[config.mk]
export PLATFORM = sky130hd
export DESIGN_NAME = wiv_pipe_stage
export DESIGN_NICKNAME = d
export VERILOG_FILES = /design/src/rtl/wiv_pipe_stage.sv
export SDC_FILE = /design/constraint.sdc
export NUM_CORES = 1
export LEC_CHECK = 0
export CAP_MARGIN = 20
export CORE_AREA = 2 2 142 144
export DETAILED_ROUTE_END_ITERATION = 7
export DIE_AREA = 0 0 144 146
export PLACE_DENSITY = 0.81
export SYNTH_ARGS = -nofsm -noshare
export SYNTH_HDL_FRONTEND = slang
export SYNTH_SLANG_ARGS = --single-unit
[constraint.sdc]
create_clock -name clk -period 10.7 [get_ports clk]
set_input_delay 2.14 -clock clk [delete_from_list [all_inputs] [get_ports clk]]
set_output_delay 2.14 -clock clk [all_outputs]
set_load 0.01 [all_outputs]
[src/rtl/wiv_pipe_stage.sv]
// Parametrised inter-stage pipeline register with valid/ready handshake, optional skid entry,
// synchronous flush and a saturating stall counter.
module wiv_pipe_stage #(
    parameter int DATA_W = 96,
    parameter int DEPTH  = 2,
    parameter int CNT_W  = 32
) (
    input  logic              clk,
    input  logic              rst,
    input  logic              flush_i,
    input  logic              in_valid_i,
    output logic              in_ready_o,
    input  logic [DATA_W-1:0] in_data_i,
    output logic              out_valid_o,
    input  logic              out_ready_i,
    output logic [DATA_W-1:0] out_data_o,
    output logic [1:0]        occupancy_o,
    output logic [CNT_W-1:0]  stall_cnt_o
);

    // Encoding doubles as the occupancy count.
    typedef enum logic [1:0] {
        S_EMPTY = 2'd0,
        S_ONE   = 2'd1,
        S_TWO   = 2'd2
    } state_t;

    state_t            r_state;
    state_t            w_state_nxt;
    logic [DATA_W-1:0] r_main;
    logic [DATA_W-1:0] r_skid;
    logic [CNT_W-1:0]  r_stall_cnt;
    logic              w_push;
    logic              w_pop;
    logic              w_load_main;
    logic              w_load_skid;
    logic              w_skid_to_main;

    assign out_valid_o = (r_state != S_EMPTY);
    assign w_push      = in_valid_i & in_ready_o;
    assign w_pop       = out_valid_o & out_ready_i;

    always_comb begin
        // NOTE: every output of this block gets a default first so no latch is inferred.
        w_state_nxt    = r_state;
        w_load_main    = 1'b0;
        w_load_skid    = 1'b0;
        w_skid_to_main = 1'b0;
        if (flush_i) begin
            w_state_nxt = S_EMPTY;
        end else begin
            case (r_state)
                S_EMPTY: begin
                    if (w_push) begin
                        w_state_nxt = S_ONE;
                        w_load_main = 1'b1;
                    end
                end
                S_ONE: begin
                    if (w_push && w_pop) begin
                        w_load_main = 1'b1;
                    end else if (w_push) begin
                        w_state_nxt = S_TWO;
                        w_load_skid = 1'b1;
                    end else if (w_pop) begin
                        w_state_nxt = S_EMPTY;
                    end
                end
                S_TWO: begin
                    if (w_pop) begin
                        w_state_nxt    = S_ONE;
                        w_skid_to_main = 1'b1;
                    end
                end
                default: w_state_nxt = S_EMPTY;
            endcase
        end
    end

    // NOTE: sequential state uses non-blocking assignments so every flop samples pre-edge values.
    always_ff @(posedge clk or posedge rst) begin
        if (rst) begin
            r_state <= S_EMPTY;
        end else begin
            r_state <= w_state_nxt;
        end
    end

    // NOTE: payload flops are reset so out_data_o reads 0 after reset; flush leaves them untouched.
    always_ff @(posedge clk or posedge rst) begin
        if (rst) begin
            r_main <= '0;
            r_skid <= '0;
        end else begin
            if (w_load_main) begin
                r_main <= in_data_i;
            end else if (w_skid_to_main) begin
                r_main <= r_skid;
            end
            if (w_load_skid) begin
                r_skid <= in_data_i;
            end
        end
    end

    always_ff @(posedge clk or posedge rst) begin
        if (rst) begin
            r_stall_cnt <= '0;
        end else if (out_valid_o && !out_ready_i && (r_stall_cnt != '1)) begin
            r_stall_cnt <= r_stall_cnt + 1'b1;
        end
    end

    // Single entry: ready passes straight through from downstream; two entries: registered ready.
    generate
        if (DEPTH == 1) begin : g_single
            assign in_ready_o = (r_state == S_EMPTY) | out_ready_i;
        end else begin : g_skid
            logic r_in_ready;
            always_ff @(posedge clk or posedge rst) begin
                if (rst) begin
                    r_in_ready <= 1'b1;
                end else begin
                    r_in_ready <= (w_state_nxt != S_TWO);
                end
            end
            assign in_ready_o = r_in_ready;
        end
    endgenerate

    assign out_data_o  = r_main;
    assign occupancy_o = r_state;
    assign stall_cnt_o = r_stall_cnt;

endmodule
Word-level counts from Yosys, hierarchy flattened
Index checks and enable logic that the tools add are counted.
- register bits: 227
- output and inout bits: 132
- logic and storage cells: 38
- add/subtract/negate cells: 1
- equality and inequality tests: 4
- muxes and demuxes: 19
- bitwise logic cells: 2
- reductions and logical operators: 7
- operators by type and width (kind ; number):
    two-way mux 96 bit ; 2
    adder 32 x 1 -> 32 bit (second input constant) ; 1
    inequality test 32 bit (second input constant) ; 1
    two-way mux 2 bit ; 6
    two-way mux 1 bit ; 9
    case mux 2 bit (3 select lines) ; 1
    nonzero test 2 bit ; 2
    logical AND 1 bit ; 3
    AND 1 bit ; 2
    == test 2 x 1 -> 1 bit (second input constant) ; 1
    == test 2 bit (second input constant) ; 1
    zero test 2 bit ; 1
    inequality test 2 bit (second input constant) ; 1
    case mux 1 bit (2 select lines) ; 1
    zero test 1 bit ; 1

Longest topological paths before layout
Gate-level depths: netlist of the first run.
- word-level depth: 8
- gate-level depth with buffers: 8
- depth with buffers taken out: 6

Worst setup path before layout of the first run
OpenSTA, ideal clock, no wires.
- path type: in2reg
- start: input in_valid_i
- end: register r_main[0] (netlist: out_data_o[0])
- setup time: 124 ps
- data arrival time: 3156 ps
- slack: 7420 ps
- stages: 7
- path through: nand2_1 -> nor4_4 -> nor2_4 -> buf_2 -> buf_2 -> nand2_1 -> nand2_1
- longest elaborated chain between the ends: 6
- elaborated cells on any way between the ends: 8
- classes of those cells: mux: 5; bitwise: 1; reduce/logical: 2
- RTL lines (item ; RTL line ; source):
    start, declared ; 11 ; input logic in_valid_i,
    AND 1 bit * ; 40 ; assign w_push = in_valid_i & in_ready_o;
    logical AND 1 bit ; 60 ; if (w_push && w_pop) begin
    two-way mux 1 bit ; 60 ;
    case mux 1 bit (2 select lines) * ; 52 ; case (r_state)
    two-way mux 1 bit * ; 49 ; if (flush_i) begin
    two-way mux 96 bit or nonzero test 2 bit (tied branches) ; n/a ;
    end signal, assigned ; 96 ; r_main <= in_data_i;
    end signal, assigned ; 98 ; r_main <= r_skid;
    end, declared ; 30 ; logic [DATA_W-1:0] r_main;
Mark *: on every way between the ends. The rest lies on a longest branch, timed or not.
A chain may end at the register's enable or synchronous reset.

Final worst setup path of the first run
- start: input out_ready_i
- end: register r_main[9] (netlist: out_data_o[9])
- longest elaborated chain between the ends: 6
- elaborated cells on any way between the ends: 10
- classes of those cells: mux: 7; bitwise: 1; reduce/logical: 2
- RTL lines (item ; RTL line ; source):
    start, declared ; 15 ; input logic out_ready_i,
    AND 1 bit * ; 41 ; assign w_pop = out_valid_o & out_ready_i;
    logical AND 1 bit ; 60 ;
    two-way mux 1 bit ; 60 ;
    case mux 1 bit (2 select lines) ; 52 ;
    two-way mux 1 bit ; 49 ;
    two-way mux 96 bit or nonzero test 2 bit (tied branches) ; n/a ;
Marks and branches as above.

==> impl_metrics.json, run 1 <==
{
  "required_worst_endpoint_ns": 11.13,
  "cts_setup_buffers": 0,
  "synthesis.area_per_instance_um2": 12.0,
  "total_leakage_power_uw": 0.00582,
  "drv_slew": 0,
  "tritoncts": "yes",
  "cellPowerDensity_nw_per_um2": 196,
  "drive_gt1_frac": 0.162,
  "max_slew_margin": 0.255,
  "post_placement_setup_slack_ns": 5.85,
  "cts_resized": 0,
  "cp-startpoint": "out_ready_i",
  "synth_edf_count": 0,
  "first_global_vias": 6796,
  "drt_iter0_drc": 366,
  "classification_of_the_worst_slack_hold_path": "reg -> reg",
  "period_minus_slack_ns": 4.26,
  "dp_hpwl_mm": 13.8,
  "ys_async_sr_fraction": 1.00,
  "hold_endpoint": "out_data_o[87]",
  "synth_warnings": 0,
  "tightestPinTransition_ns": 1.12,
  "finalWorstSetupSlack_ns": 6.44,
  "fp.coreArea_um2": 19300,
  "track_usage": 0.206,
  "path_clk_slew_ns": 0.06,
  "fillers": 1448,
  "synth.lib_cells_used.distinct": 37,
  "layout.cells.most_common_list": "sky130_fd_sc_hd__clkdlybuf4s50_1 (232), sky130_fd_sc_hd__dfrtp_1 (226), sky130_fd_sc_hd__nand2_1 (209)",
  "rsz0062_at_grt": "false",
  "tritoncts.num_buffers": 24,
  "hold_depth": 2,
  "fin_crit_sh": 0.398,
  "synth-seq-area-share": 0.606,
  "area.growth.synth_to_final_pct": 35.4,
  "finClkSkew_ns": 0.0124,
  "synth_top_flop_cell": "sky130_fd_sc_hd__dfrtp_1",
  "worst_reg2reg_startpoint": "in_ready_o",
  "path_max_fanout": 59,
  "port_buffers": 232,
  "via_count": 6796,
  "ctsHoldBuffers": 0,
  "wl_mm": 21.7,
  "clock_latency_ns": 0.51,
  "reg2reg_depth": 5,
  "grt_antenna_before_repair": 0,
  "fmax_ghz": 0.235,
  "dieArea_um2": 21000,
  "rows": 51,
  "cts.sinks": 227,
  "drt_drc_violations_left": 0,
  "final_hold_viol_count": 0,
  "fin_tns_setup_ns": 0,
  "reg2reg_slack_ns": 8.05,
  "final_core_util": 0.657,
  "place_inst": 1241,
  "grt_first_pass_wirelength_mm": 35.3,
  "residual_antenna_violating_net_count_after_detailed_routing": 0,
  "mapped_nets": 886,
  "globalRoute.totalOverflow": 0,
  "viasPerCell": 5.28,
  "htree_levels": 1,
  "final_cell_count_no_fill": 1286,
  "timing.critical_path.arrival_ns": 4.69,
  "gp_congestion": 0.770,
  "endpoint_kind": "flop",
  "r2r_end": "r_skid[19]",
  "drt-wirelength-per-cell_um": 16.9,
  "horizontal_die_dimension_um": 144,
  "crit_type": "in -> reg",
  "synth_seq_cells": 227,
  "cell_area_after_synthesis_um2": 9380,
  "gate_count_post_synth": 784,
  "post-layout-total-power_uw": 2490,
  "worst_ir_drop_vdd_mv": 0.119,
  "layout_commonest_cell": "sky130_fd_sc_hd__clkdlybuf4s50_1",
  "timing.final.setup_violations": 0,
  "status": "finished, final reports clean",
  "start_util": 0.485,
  "antenna_cells": 0,
  "hold_start": "out_data_o[87]",
  "maximum_number_of_pins_on_one_net_before_global_route_repair": 148,
  "drv_cap": 0,
  "nets_final": 1105,
  "height_of_the_chip_um": 146,
  "cts_buffer_depth": 3,
  "drtPass1Iterations": 6,
  "floorplan.io_pins": 233,
  "crit_path_start_kind": "primary input",
  "root_buffer": "sky130_fd_sc_hd__clkbuf_16"
}
state kept, by name (all words and copies together), names as in the netlist:
name / count
stall_cnt_o: 32
out_data_o: 96
r_skid: 96
occupancy_o: 2
in_ready_o: 1
stage by stage:
step | hold WS (ns) | area (µm²)
final | 0.473 | 12700
after global routing | 0.497 | 12700
after CTS | 0.477 | 12700
after detailed placement | 0.462 | 11800
after global placement | 0.457 | 11800
after floorplan | 0.456 | 9380
worst max-delay path, cell delays in order:
cell	delay [ns]
sky130_fd_sc_hd__clkdlybuf4s50_1	0.55
sky130_fd_sc_hd__nor2b_4	0.25
sky130_fd_sc_hd__nor4_4	0.06
sky130_fd_sc_hd__nor2_4	0.73
sky130_fd_sc_hd__buf_4	0.69
sky130_fd_sc_hd__nand2_1	0.14
sky130_fd_sc_hd__nand2_1	0.10
cell families after synthesis:
group / Yosys count / share of synthesized area
compound gates: 100 / 0.0808
xor+xnor: 30 / 0.0280
fa+ha+maj: 1 / 0.00133
buf+inv: 50 / 0.0279
flops: 227 / 0.606
mux: 99 / 0.119
simple gates: 277 / 0.138
Yosys cell counts (all sizes together), types with 2 or more instances:
master,number,area (µm²)
and3,7,46.3
nand3,13,80.1
a21oi,2,10.0
nor2b,2,20.0
mux2i,2,20.0
nor2,11,48.8
nand4,14,103
dfrtp,226,5660
a22oi,96,721
buf,26,171
nand2,209,785
xor2,10,87.6
xnor2,20,175
nor4,5,88.8
nor3,11,71.3
inv,5,18.8
clkbuf,19,71.3
mux2,97,1090
final cells by class:
type | instances | area [µm²] | share of cell area
Inverter | 5 | 26.3 | 0.00207
Multi-Input combinational cell | 507 | 3450 | 0.272
Clock buffer | 35 | 733 | 0.0577
Tap cell | 265 | 332 | 0.0261
Timing Repair Buffer | 238 | 2390 | 0.188
Sequential cell | 227 | 5680 | 0.447
Clock inverter | 9 | 95.1 | 0.00748
routing by layer:
| layer | part of all wire | wire [µm] | global-route usage |
|---|---|---|---|
| met1 | 0.42 | 9160 | 0.283 |
| met2 | 0.49 | 10600 | 0.337 |
| met3 | 0.070 | 1530 | 0.0415 |
| met4 | 0.021 | 449 | 0.0525 |
| met5 | 0 | 0 | 0 |
worst max path at each step:
stage,endpoint,cells past startpoint
finish,out_data_o[9],7
global route,out_data_o[25],7
CTS,out_data_o[7],7
detailed placement,out_data_o[9],7
global placement,out_data_o[64],7
floorplan,occupancy_o[0],1
power breakdown:
group	switching [µW]	leakage, µW	internal [µW]	total [µW]
logic	194	0.00257	286	480
registers	113	0.00284	1050	1160
clock network	328	0.000418	522	850
Note: power is estimated with default switching activity, not from simulation.
==> run 2: changes to the inputs <==
--- a/config.mk
+++ b/config.mk
@@ -6,10 +6,10 @@
 export NUM_CORES = 1
 export LEC_CHECK = 0
 export CAP_MARGIN = 20
-export CORE_AREA = 2 2 142 144
+export CORE_AREA = 2 2 148 150
 export DETAILED_ROUTE_END_ITERATION = 7
-export DIE_AREA = 0 0 144 146
-export PLACE_DENSITY = 0.81
+export DIE_AREA = 0 0 150 152
+export PLACE_DENSITY = 0.79
 export SYNTH_ARGS = -nofsm -noshare
 export SYNTH_HDL_FRONTEND = slang
 export SYNTH_SLANG_ARGS = --single-unit
==> constraint.sdc (replaced) <==
create_clock -name clk -period 3.7 [get_ports clk]
set_input_delay 0.74 -clock clk [delete_from_list [all_inputs] [get_ports clk]]
set_output_delay 0.74 -clock clk [all_outputs]
set_load 0.01 [all_outputs]
==> run 2 against run 1 <==
Effect of this change: largest cell class unchanged; worst setup slack worse by 5.3 ns; critical endpoint is now out_valid_o; routed wire length is 1.1% higher; sequential share of layout area is 0.14 points lower.
==> impl_metrics.json, run 2 (same netlist as run 1, synthesis figures left out) <==
{
  "status": "finished, final reports clean",
  "endpoint_kind": "output pin",
  "fin_crit_sh": 0.691,
  "total_leakage_power_uw": 0.00583,
  "path_clk_slew_ns": 0.06,
  "cts_setup_buffers": 0,
  "gp_congestion": 0.785,
  "nets_final": 1112,
  "fp.coreArea_um2": 21400,
  "wl_mm": 22.0,
  "crit_type": "reg -> out",
  "layout_commonest_cell": "sky130_fd_sc_hd__clkdlybuf4s50_1",
  "fin_tns_setup_ns": 0,
  "drtPass1Iterations": 5,
  "drt_iter0_drc": 333,
  "reg2reg_slack_ns": 1.51,
  "period_minus_slack_ns": 2.56,
  "drv_slew": 0,
  "timing.critical_path.max_delay_family": "flip-flops",
  "timing.critical_path.arrival_ns": 1.82,
  "horizontal_die_dimension_um": 150,
  "area.growth.synth_to_final_pct": 35.9,
  "finClkSkew_ns": 0.00839,
  "first_global_vias": 6899,
  "port_buffers": 232,
  "required_worst_endpoint_ns": 2.96,
  "grt_antenna_before_repair": 1,
  "cts_resized": 0,
  "fmax_ghz": 0.391,
  "htree_levels": 1,
  "whs_ns": 0.472,
  "drt-wirelength-per-cell_um": 16.8,
  "maximum_number_of_pins_on_one_net_before_global_route_repair": 58,
  "root_buffer": "sky130_fd_sc_hd__clkbuf_16",
  "cellPowerDensity_nw_per_um2": 553,
  "start_util": 0.439,
  "cts_buffer_depth": 3,
  "final_cell_count_no_fill": 1308,
  "slowest_stage": "sky130_fd_sc_hd__dfrtp_1",
  "largest_incremental_delay_on_the_critical_path_ns": 0.59,
  "timing.final.setup_violations": 0,
  "track_usage": 0.190,
  "place_inst": 1264,
  "via_count": 6793,
  "dp_hpwl_mm": 14.4,
  "height_of_the_chip_um": 152,
  "rsz0062_at_grt": "false",
  "floorplan.io_pins": 233,
  "tritoncts": "yes",
  "dieArea_um2": 22800,
  "worst_ir_drop_vdd_mv": 0.362,
  "viasPerCell": 5.19,
  "drive_gt1_frac": 0.164,
  "layout.cells.most_common_list": "sky130_fd_sc_hd__clkdlybuf4s50_1 (232), sky130_fd_sc_hd__dfrtp_1 (226), sky130_fd_sc_hd__nand2_1 (209)",
  "crit_path_start_kind": "flop",
  "globalRoute.totalOverflow": 0,
  "drv_cap": 0,
  "path_max_fanout": 9,
  "crit_chain": "or2_1 > clkdlybuf4s50_1",
  "tightestPinTransition_ns": 0.776,
  "max_slew_margin": 0.482,
  "drt_drc_violations_left": 0,
  "clock_latency_ns": 0.51,
  "final_hold_viol_count": 0,
  "post-layout-total-power_uw": 7050,
  "tritoncts.num_buffers": 24,
  "residual_antenna_violating_net_count_after_detailed_routing": 0,
  "classification_of_the_worst_slack_hold_path": "reg -> reg",
  "grt_first_pass_wirelength_mm": 35.6,
  "cp.buffers_inverters": 1,
  "ctsHoldBuffers": 0,
  "rows": 54,
  "cts.sinks": 227
}
-- run 2: cell types whose count changed in the layout (fill, tap and decap cells not counted), moves of 2 or more --
cell | previous run | this run
sky130_fd_sc_hd__clkbuf_8 | 7 | 2
sky130_fd_sc_hd__clkbuf_1 | 3 | 6
sky130_fd_sc_hd__buf_12 | 0 | 5
sky130_fd_sc_hd__buf_4 | 5 | 8
sky130_fd_sc_hd__clkinvlp_4 | 0 | 2
-- run 2: cell type report --
type | count | area [µm²]
Fill cell | 1744 | 8600
Sequential cell | 227 | 5680
Multi-Input combinational cell | 507 | 3450
Timing Repair Buffer | 245 | 2480
Clock buffer | 33 | 676
Tap cell | 280 | 350
Clock inverter | 10 | 81.3
Inverter | 5 | 22.5
Antenna cell | 1 | 2.50
-- run 2: worst reg2reg max path, stage by stage, from the launching register on --
cell                      delay [ns]
sky130_fd_sc_hd__dfrtp_1        0.43
sky130_fd_sc_hd__ha_1           0.21
sky130_fd_sc_hd__nand4_1        0.21
sky130_fd_sc_hd__nor3_4         0.32
sky130_fd_sc_hd__nand3_2        0.34
sky130_fd_sc_hd__nand2_1        0.23
sky130_fd_sc_hd__mux2_2         0.35
-- run 2: path summary, 6_finish.rpt --
kind / from / to / cells after the start
max: occupancy_o[1] / out_valid_o / 2
min: out_data_o[12] / out_data_o[12] / 2
max reg2reg: stall_cnt_o[0] / stall_cnt_o[1] / 6
min reg2reg: out_data_o[12] / out_data_o[12] / 2
max in group asynchronous: rst / out_data_o[69] / 3
min in group asynchronous: rst / occupancy_o[1] / 2
-- run 2: routing by layer --
metal  GRT usage  up-vias  wire length, µm
met1       0.254     3380             9320
li1            -     3174                -
met2       0.318      209            10800
met4      0.0436        0              360
met3      0.0396       30             1510
met5           0        -                0
-- run 2: report_power, final --
part	switching, µW	leakage [µW]	internal (µW)	total, µW
combinational	562	0.00262	835	1400
sequential	328	0.00284	3030	3350
clock	953	0.000375	1350	2300
-- run 2: through the flow --
stage                      util  setup slack, ns  area [µm²]
after detailed placement  0.561            0.847       12000
final                     0.597             1.14       12700
after global placement    0.561            0.863       12000
after CTS                 0.597             1.12       12700
after floorplan               -         -0.00517        9380
after global routing      0.597             1.09       12700
